$ cat config.mk
export PLATFORM = sky130hd
export DESIGN_NAME = round_key_store
export DESIGN_NICKNAME = d
export VERILOG_FILES = /design/src/rtl/aes_pkg.sv /design/src/rtl/rk_regfile.sv /design/src/rtl/round_key_store.sv
export SDC_FILE = /design/constraint.sdc
export NUM_CORES = 2
export LEC_CHECK = 0
export ABC_CLOCK_PERIOD_IN_PS = 2800
export CORE_AREA = 10 10 401 696
export DETAILED_ROUTE_END_ITERATION = 7
export DIE_AREA = 0 0 411 706
export DONT_BUFFER_PORTS = 1
export HOLD_SLACK_MARGIN = 0.1
export PLACE_DENSITY = 0.49
export SLEW_MARGIN = 20
export SYNTH_ARGS = -nofsm -noshare
export SYNTH_HDL_FRONTEND = slang
export SYNTH_SLANG_ARGS = --single-unit
$ cat constraint.sdc
create_clock -name clk -period 2.8 [get_ports clk]
set_input_delay 0.14 -clock clk [delete_from_list [all_inputs] [get_ports clk]]
set_output_delay 0.14 -clock clk [all_outputs]
set_load 0.005 [all_outputs]
$ cat src/rtl/aes_pkg.sv
// rtl/aes_pkg.sv - shared round-key store parameters and state type
package aes_pkg;

    localparam int NUM_RK   = 15;
    localparam int RK_W     = 128;
    localparam int RK_IDX_W = 4;

    typedef enum logic [1:0] {
        IDLE    = 2'd0,
        LOADING = 2'd1,
        READY   = 2'd2,
        SERVE   = 2'd3
    } rks_state_t;

endpackage

$ cat src/rtl/rk_regfile.sv
// rtl/rk_regfile.sv - round key storage, one sync write port, one comb read port
module rk_regfile #(
    parameter int NUM_RK = aes_pkg::NUM_RK,
    parameter int RK_W   = aes_pkg::RK_W
) (
    input  logic                        clk,
    input  logic                        wr_en,
    input  logic [aes_pkg::RK_IDX_W-1:0] wr_idx,
    input  logic [RK_W-1:0]             wr_data,
    input  logic [aes_pkg::RK_IDX_W-1:0] rd_idx,
    output logic [RK_W-1:0]             rd_data
);

    // Entries are deliberately unreset; they are only read after a complete load.
    logic [RK_W-1:0] mem [NUM_RK];

    // Write port: caller guarantees wr_idx is in range when wr_en is high.
    always_ff @(posedge clk) begin
        if (wr_en) begin
            mem[wr_idx] <= wr_data;
        end
    end

    assign rd_data = mem[rd_idx];

endmodule

$ cat src/rtl/round_key_store.sv
// rtl/round_key_store.sv - captures AES round keys and replays them forward or reverse
module round_key_store #(
    parameter int NUM_RK = aes_pkg::NUM_RK,
    parameter int RK_W   = aes_pkg::RK_W
) (
    input  logic            clk,
    input  logic            n_rst,
    input  logic            ks_load,
    input  logic [3:0]      ks_round,
    input  logic [RK_W-1:0] ks_out,
    input  logic            rk_start,
    input  logic            rk_dir,
    input  logic            rk_req,
    output logic            rk_valid,
    output logic [RK_W-1:0] rk_key,
    output logic [3:0]      rk_idx,
    output logic            rk_last,
    output logic            keys_ready
);
    import aes_pkg::*;

    localparam logic [3:0]        LAST_IDX = 4'(NUM_RK - 1);
    localparam logic [NUM_RK-1:0] ONE_HOT0 = {{(NUM_RK-1){1'b0}}, 1'b1};

    rks_state_t        state;
    rks_state_t        state_nxt;
    logic              ks_load_q;
    logic [NUM_RK-1:0] bitmap;
    logic [NUM_RK-1:0] bitmap_nxt;
    logic              dir_q;
    logic              ks_rise;
    logic              load_wr;
    logic              seq_start;
    logic              seq_step;
    logic              seq_end;
    logic [3:0]        idx_nxt;
    logic              last_nxt;
    logic [RK_W-1:0]   rd_key;

    // A new producer burst restarts capture; its first key is written in the same cycle.
    assign ks_rise = ks_load & ~ks_load_q;
    assign load_wr = ks_load && (ks_round <= LAST_IDX);

    // State register.
    always_ff @(posedge clk or negedge n_rst) begin
        if (!n_rst) begin
            state <= IDLE;
        end else begin
            state <= state_nxt;
        end
    end

    // Next state and sequencing decisions; a load rising edge overrides everything else.
    always_comb begin
        state_nxt  = state;
        seq_start  = 1'b0;
        seq_step   = 1'b0;
        seq_end    = 1'b0;
        idx_nxt    = rk_idx;
        bitmap_nxt = (ks_rise ? '0 : bitmap) | (load_wr ? (ONE_HOT0 << ks_round) : '0);
        if (ks_rise) begin
            state_nxt = LOADING;
        end else begin
            case (state)
                LOADING: begin
                    if ((&bitmap) && !ks_load) begin
                        state_nxt = READY;
                    end
                end
                READY: begin
                    if (rk_start) begin
                        state_nxt = SERVE;
                        seq_start = 1'b1;
                        idx_nxt   = rk_dir ? LAST_IDX : 4'd0;
                    end
                end
                SERVE: begin
                    if (rk_valid && rk_req) begin
                        if (rk_last) begin
                            state_nxt = READY;
                            seq_end   = 1'b1;
                        end else begin
                            seq_step = 1'b1;
                            idx_nxt  = dir_q ? (rk_idx - 4'd1) : (rk_idx + 4'd1);
                        end
                    end
                end
                default: begin
                    state_nxt = state;
                end
            endcase
        end
        last_nxt = (seq_start ? rk_dir : dir_q) ? (idx_nxt == 4'd0) : (idx_nxt == LAST_IDX);
    end

    // Load tracking plus the registered delivery outputs.
    always_ff @(posedge clk or negedge n_rst) begin
        if (!n_rst) begin
            ks_load_q <= 1'b0;
            bitmap    <= '0;
            dir_q     <= 1'b0;
            rk_valid  <= 1'b0;
            rk_key    <= '0;
            rk_idx    <= 4'd0;
            rk_last   <= 1'b0;
        end else begin
            ks_load_q <= ks_load;
            bitmap    <= bitmap_nxt;
            if (seq_start) begin
                dir_q <= rk_dir;
            end
            if (ks_rise || seq_end) begin
                rk_valid <= 1'b0;
                rk_last  <= 1'b0;
            end else if (seq_start || seq_step) begin
                rk_valid <= 1'b1;
                rk_idx   <= idx_nxt;
                rk_key   <= rd_key;
                rk_last  <= last_nxt;
            end
        end
    end

    assign keys_ready = (state == READY) || (state == SERVE);

    rk_regfile #(
        .NUM_RK (NUM_RK),
        .RK_W   (RK_W)
    ) u_regfile (
        .clk     (clk),
        .wr_en   (load_wr),
        .wr_idx  (ks_round),
        .wr_data (ks_out),
        .rd_idx  (idx_nxt),
        .rd_data (rd_key)
    );

endmodule

Yosys cells after proc, flatten, opt, wreduce, memory -nomap -nowiden
Memories as Yosys holds them, arrays and structs flattened. A register that Yosys moved wholly into a read port is not among the register bits.
Index checks and enable logic that the tools add are counted.
Storage, ports and cells
  register bits: 25
  latch bits: 0
  memory bits (writable): 1920
  ROM bits: 0
  input port bits: 138
  output and inout bits: 135
  logic and storage cells: 72
  memories kept: 1
Memory list
  u_regfile.mem: words 15, width 128, read ports 1, clocked after memory_dff 1, wr ports 1, RTL line rk_regfile.sv:15  | logic [RK_W-1:0] mem [NUM_RK];
Cells by class
  add/subtract/negate cells: 2
  multiply operators: 0
  div/mod/pow operators: 0
  magnitude comparators: 1
  equal/unequal tests: 8
  shift operators: 1
  mux-type cells: 34
  bitwise logic cells: 4
  reduce and logical (&&, ||, !) cells: 14
Operator list (count)
  15-bit 2-to-1 mux: 2
  4-bit 2-to-1 mux: 6
  1-bit 2-to-1 mux: 19
  15-bit bitwise OR: 1
  15-bit AND reduction: 1
  1-bit by 4-bit << shifter with 15-bit output, first input constant: 1
  3-bit != test, second input constant: 4
  2-bit 2-to-1 mux: 5
  4-bit one-hot mux with 2 select lines: 1
  2-bit one-hot mux with 3 select lines: 1
  5-bit AND reduction: 1
  4-bit by 1-bit adder with 4-bit output, second input constant: 1
  2-bit == test, second input constant: 2
  4-bit == test, second input constant: 1
  4-bit less-or-equal comparator, second input constant: 1
  4-bit zero test: 1
  4-bit nonzero test: 1
  4-bit by 1-bit subtractor with 4-bit output, second input constant: 1
  1-bit logical AND: 3
  1-bit logical OR: 3
  2-bit by 1-bit == test with 1-bit output, second input constant: 1
  1-bit zero test: 2
  1-bit NOT: 2
  2-bit AND reduction: 1
  2 further kinds: 2

Depth between registers and ports, before layout
  depth in word-level cells: 10
  gate-level depth with buffers: 13
  gate-level depth less buffers: 9

Modules after synthesis
A second synthesis with hierarchy kept.
Second synthesis, totals
  cells, all modules: 3959
  area total of the unflattened synthesis: 79167.2 um^2
By module, submodules not included
  rk_regfile: times used 1, cells an instance 3554, area each 73080.1 um^2, seq. area each 57655.3 um^2
  round_key_store: times used 1, cells an instance 405, area each 6087.1 um^2, seq. area each 3828.7 um^2

Worst setup path before layout
OpenSTA, ideal clock, no wires.
  path kind: input port to flip-flop
  start point: in ks_round[1]
  end point: mem u_regfile.mem[0][0], enable pin
  library setup time: 0.776 ns
  arrival: 9.345 ns
  data required time: 2.024 ns
  setup slack: -7.322 ns
  cell stages on the path: 2
  path buffers: 0
  cell sequence: or3b_2 nor3_1
On the way
  cells in the longest elaborated chain, start to end: 4
RTL lines
  start, declared: RTL line round_key_store.sv:9  | input logic [3:0] ks_round,
  4-bit less-or-equal comparator: RTL line round_key_store.sv:42  | assign load_wr = ks_load && (ks_round <= LAST_IDX);
  1-bit logical AND: RTL line round_key_store.sv:42
  1-bit 2-to-1 mux: RTL line rk_regfile.sv:19  | if (wr_en) begin
  1-bit 2-to-1 mux (implied by the code): RTL line rk_regfile.sv:20  | mem[wr_idx] <= wr_data;
  end, declared: RTL line rk_regfile.sv:15
Parallel ways exist; a longest one is shown, timed or not.

Worst setup path in the final report
  start point: reg dir_q
  end point: reg rk_key[28], read port of u_regfile.mem
On the way
  cells in the longest elaborated chain, start to end: 5
RTL lines
  start, declared: RTL line round_key_store.sv:30  | logic dir_q;
  start signal, assigned: RTL line round_key_store.sv:110  | dir_q <= rk_dir;
  4-bit 2-to-1 mux: RTL line round_key_store.sv:84  | idx_nxt = dir_q ? (rk_idx - 4'd1) : (rk_idx + 4'd1);
  4-bit 2-to-1 mux: RTL line round_key_store.sv:79  | if (rk_last) begin
  4-bit 2-to-1 mux: RTL line round_key_store.sv:78  | if (rk_valid && rk_req) begin
  4-bit one-hot mux with 2 select lines: RTL line round_key_store.sv:64  | case (state)
  4-bit 2-to-1 mux: RTL line round_key_store.sv:61  | if (ks_rise) begin
  end, declared: RTL line round_key_store.sv:15  | output logic [RK_W-1:0] rk_key,
Every way passes these cells.
A chain may end at the register's enable or synchronous reset.

==> flow_summary.json <==
{
  "status": "finished with violations",
  "failed_checks": "hold timing, setup timing",
  "min_period_over_period": 1.00,
  "rrSetupSlack_ns": -0.01,
  "io-pin-count": 273,
  "drv_slew": 0,
  "io_buffers": 0,
  "r2r_end": "rk_key[28]",
  "ctsHoldBuffers": 140,
  "synth-edff-count": 1920,
  "hold_violations": 153,
  "cts_tree": "built",
  "cp-end-kind": "flop",
  "overflow": 0,
  "crit_type": "reg2reg",
  "routed_via_density": 5.06,
  "critical_path_arrival_ns": 3.48,
  "grt_usage": 0.167,
  "crit_path_start_kind": "flop",
  "start_util": 0.299,
  "worst_pin_slew_ns": 0.783,
  "syn_area_um2": 79800,
  "powerDensity_nw_per_um2": 704,
  "yosysSeqAreaShare": 0.770,
  "drv_cap": 0,
  "ys_types": 52,
  "nets": 5978,
  "numCtsBuffers": 197,
  "cts_sinks": 2073,
  "dpl_worst_slack_ns": -0.195,
  "fin_skew_ns": 0.0723,
  "rsz0062_at_grt": "true",
  "r2r_start": "dir_q",
  "cts_root_buf": "clkbuf_16",
  "syn_avg_cell_area_um2": 14.7,
  "fmax_ghz": 0.356,
  "die_w_um": 411,
  "dp_hpwl_um": 149000,
  "setup_violations": 1,
  "cp-startpoint": "dir_q",
  "syn_nets": 5555,
  "period_minus_slack_ns": 2.81,
  "ys_seq_elements": 2073,
  "antenna_found_initial": 46,
  "grt_max_degree": 154,
  "first_pass_iters": 6,
  "holdWs_ns": -1.03,
  "vdd.ir_drop.worst_uv": 550,
  "drive_gt1_frac": 0.144,
  "setup_ws_ns": -0.0127,
  "grt_pass1_vias": 49500,
  "clockBufferDepth": 4,
  "ant_nets": 0,
  "fillers": 25200,
  "crit_end": "rk_key[28]",
  "area_growth_pct": 21.8,
  "clk_pin_slew_ns": 0.07,
  "clock_latency_ns": 0.88,
  "r2r_cells": 9,
  "gp_congestion": 0.759,
  "htreeDepth": 4,
  "grt_pass1_wl_um": 358000,
  "routedWlPerCell_um": 26.5,
  "syn_inst": 5414,
  "hp-class": "in2async",
  "fp-row-count": 251,
  "totalWireLength_um": 253000,
  "drc_errors": 0,
  "core_um2": 267000,
  "via_count": 48400,
  "dieArea_um2": 290000,
  "required_ns": 3.47,
  "ys_warn_count": 0,
  "relSlewSlack": 0.476,
  "die_y_um": 706,
  "fin_util": 0.365,
  "async_reset_ff_frac": 0.0738,
  "power.static_leakage_nw": 32.7,
  "worst-path-max-fanout": 22,
  "synth_ff_type": "edfxtp_1",
  "drt_iter0_markers": 3736
}
-- per-stage QoR --
step | TNS (ns) | std cells | area [um^2] | power, mW
floorplan | -776.82 | 5414 | 80000 | 38.2
global placement | -0.443 | 8996 | 87900 | 40.4
detailed placement | -1.05 | 8996 | 87900 | 40.4
CTS | -0.0352 | 9504 | 96200 | 69.2
global route | -1.74 | 9547 | 97200 | 70.8
finish | -0.0127 | 9560 | 97300 | 68.5
-- worst max-delay path: stages (launching register included) --
cell and delay (ns):
dfrtp_2 0.44, fa_1 0.45, o21a_1 0.24, o22ai_4 0.21, bufinv_16 0.27, buf_16 0.19, buf_4 0.18, mux2i_1 0.12
a22oi_1 0.40, nand3_1 0.13
-- timing repair --
action	in CTS	in global routing
hold endpoints to repair	3218	153
pin swaps	2	23
setup buffers	6	24
gates resized for setup	20	107
cloned	2	14
endpoints found under the setup margin	20	118
-- metal layers --
metal	GRT usage	vias to the layer above	part of all wire
met5	0	-	0.00042
met4	0.0624	18	0.038
met3	0.0357	454	0.059
met2	0.300	1386	0.52
met1	0.193	25000	0.38
li1	-	21500	-
-- power breakdown --
part | leakage [nW] | total (mW) | switching [mW] | internal (mW)
Clock | 3.28 | 28.1 | 12.0 | 16.1
Sequential | 19.4 | 35.4 | 0.670 | 34.7
Combinational | 10.0 | 5.06 | 3.23 | 1.83
Total | 32.7 | 68.5 | 15.9 | 52.7
-- cells in the mapped netlist (3+ instances only) --
master | n | area, um^2
a22oi_1 | 31 | 233
nand2_1 | 1226 | 4600
buf_2 | 117 | 586
a31oi_1 | 226 | 1410
o22ai_1 | 28 | 175
o21ai_1 | 15 | 75.1
dfrtp_1 | 153 | 3830
o21ai_0 | 57 | 285
nand4_1 | 5 | 31.3
a21oi_1 | 3 | 15.0
buf_1 | 14 | 52.6
inv_1 | 71 | 267
nor2_1 | 97 | 364
mux2i_1 | 323 | 3230
a311oi_1 | 134 | 1170
a211oi_1 | 72 | 541
clkbuf_1 | 214 | 803
o211ai_1 | 85 | 638
nand2b_1 | 5 | 31.3
buf_6 | 7 | 78.8
a32oi_1 | 113 | 990
o31ai_1 | 3 | 22.5
edfxtp_1 | 1920 | 57700
buf_4 | 14 | 105
a2111oi_0 | 14 | 123
a21o_1 | 17 | 128
nor3_1 | 33 | 165
nand3_1 | 386 | 1930
-- cell type report --
class                      count  area, um^2  share of cell area
antenna                       20        50.0            0.000515
timing repair buffer         589        7150              0.0735
multi-input combinational   2901       17100               0.176
timing repair inverter         1        8.76           0.0000900
clock buffer                 261        5460              0.0562
tap                         3542        4430              0.0456
inverter                      74         320             0.00329
clock inverter                99        1240              0.0127
sequential                  2073       61500               0.632
-- sequential cells by signal, summed over array words and instances, names as in the netlist --
name           cells
ks_load_q          1
u_regfile.mem   1920
state              2
rk_valid           1
rk_key           128
bitmap            15
dir_q              1
rk_last            1
rk_idx             4
-- how the worst min path moves through the flow --
stage                     slack [ns]  depth (start not counted)    endpoint
after global placement         -0.14                          0  rk_key[43]
after floorplan                -0.16                          0   bitmap[0]
after global routing           -1.09                          0  rk_key[43]
after CTS                      -1.11                          0  rk_key[43]
after detailed placement       -0.14                          0  rk_key[42]
final                          -1.03                          0  rk_key[43]
-- placed cells by master, fill, tap and decap left out, types with 12 or more instances in the layout --
| cell | n |
|---|---|
| nor3_1 | 27 |
| clkbuf_1 | 38 |
| nand3_1 | 383 |
| o21ai_1 | 23 |
| inv_1 | 71 |
| diode_2 | 20 |
| clkinv_1 | 17 |
| clkinv_2 | 33 |
| a311oi_1 | 106 |
| mux2i_1 | 320 |
| a32oi_1 | 112 |
| clkbuf_8 | 23 |
| o211ai_1 | 85 |
| buf_12 | 135 |
| dfrtp_1 | 150 |
| nand2_1 | 1224 |
| edfxtp_1 | 1920 |
| a31oi_1 | 221 |
| buf_6 | 13 |
| nor2_1 | 76 |
| o21ai_0 | 48 |
| clkbuf_16 | 213 |
| a21o_1 | 16 |
| o22ai_1 | 27 |
| a211oi_1 | 61 |
| nor2_4 | 19 |
| buf_16 | 19 |
| a22oi_1 | 26 |
| buf_4 | 265 |
| dlygate4sd3_1 | 140 |
| a211oi_2 | 12 |
| bufinv_16 | 26 |
| a311oi_2 | 28 |
-- kinds of logic after synthesis --
group	synth area share
fa+ha+maj	0.000564
compound gates	0.0738
flops	0.770
mux	0.0406
xor+xnor	0.000110
buf+inv	0.0239
simple gates	0.0908
No activity file was read; power rests on OpenSTA's default activity.
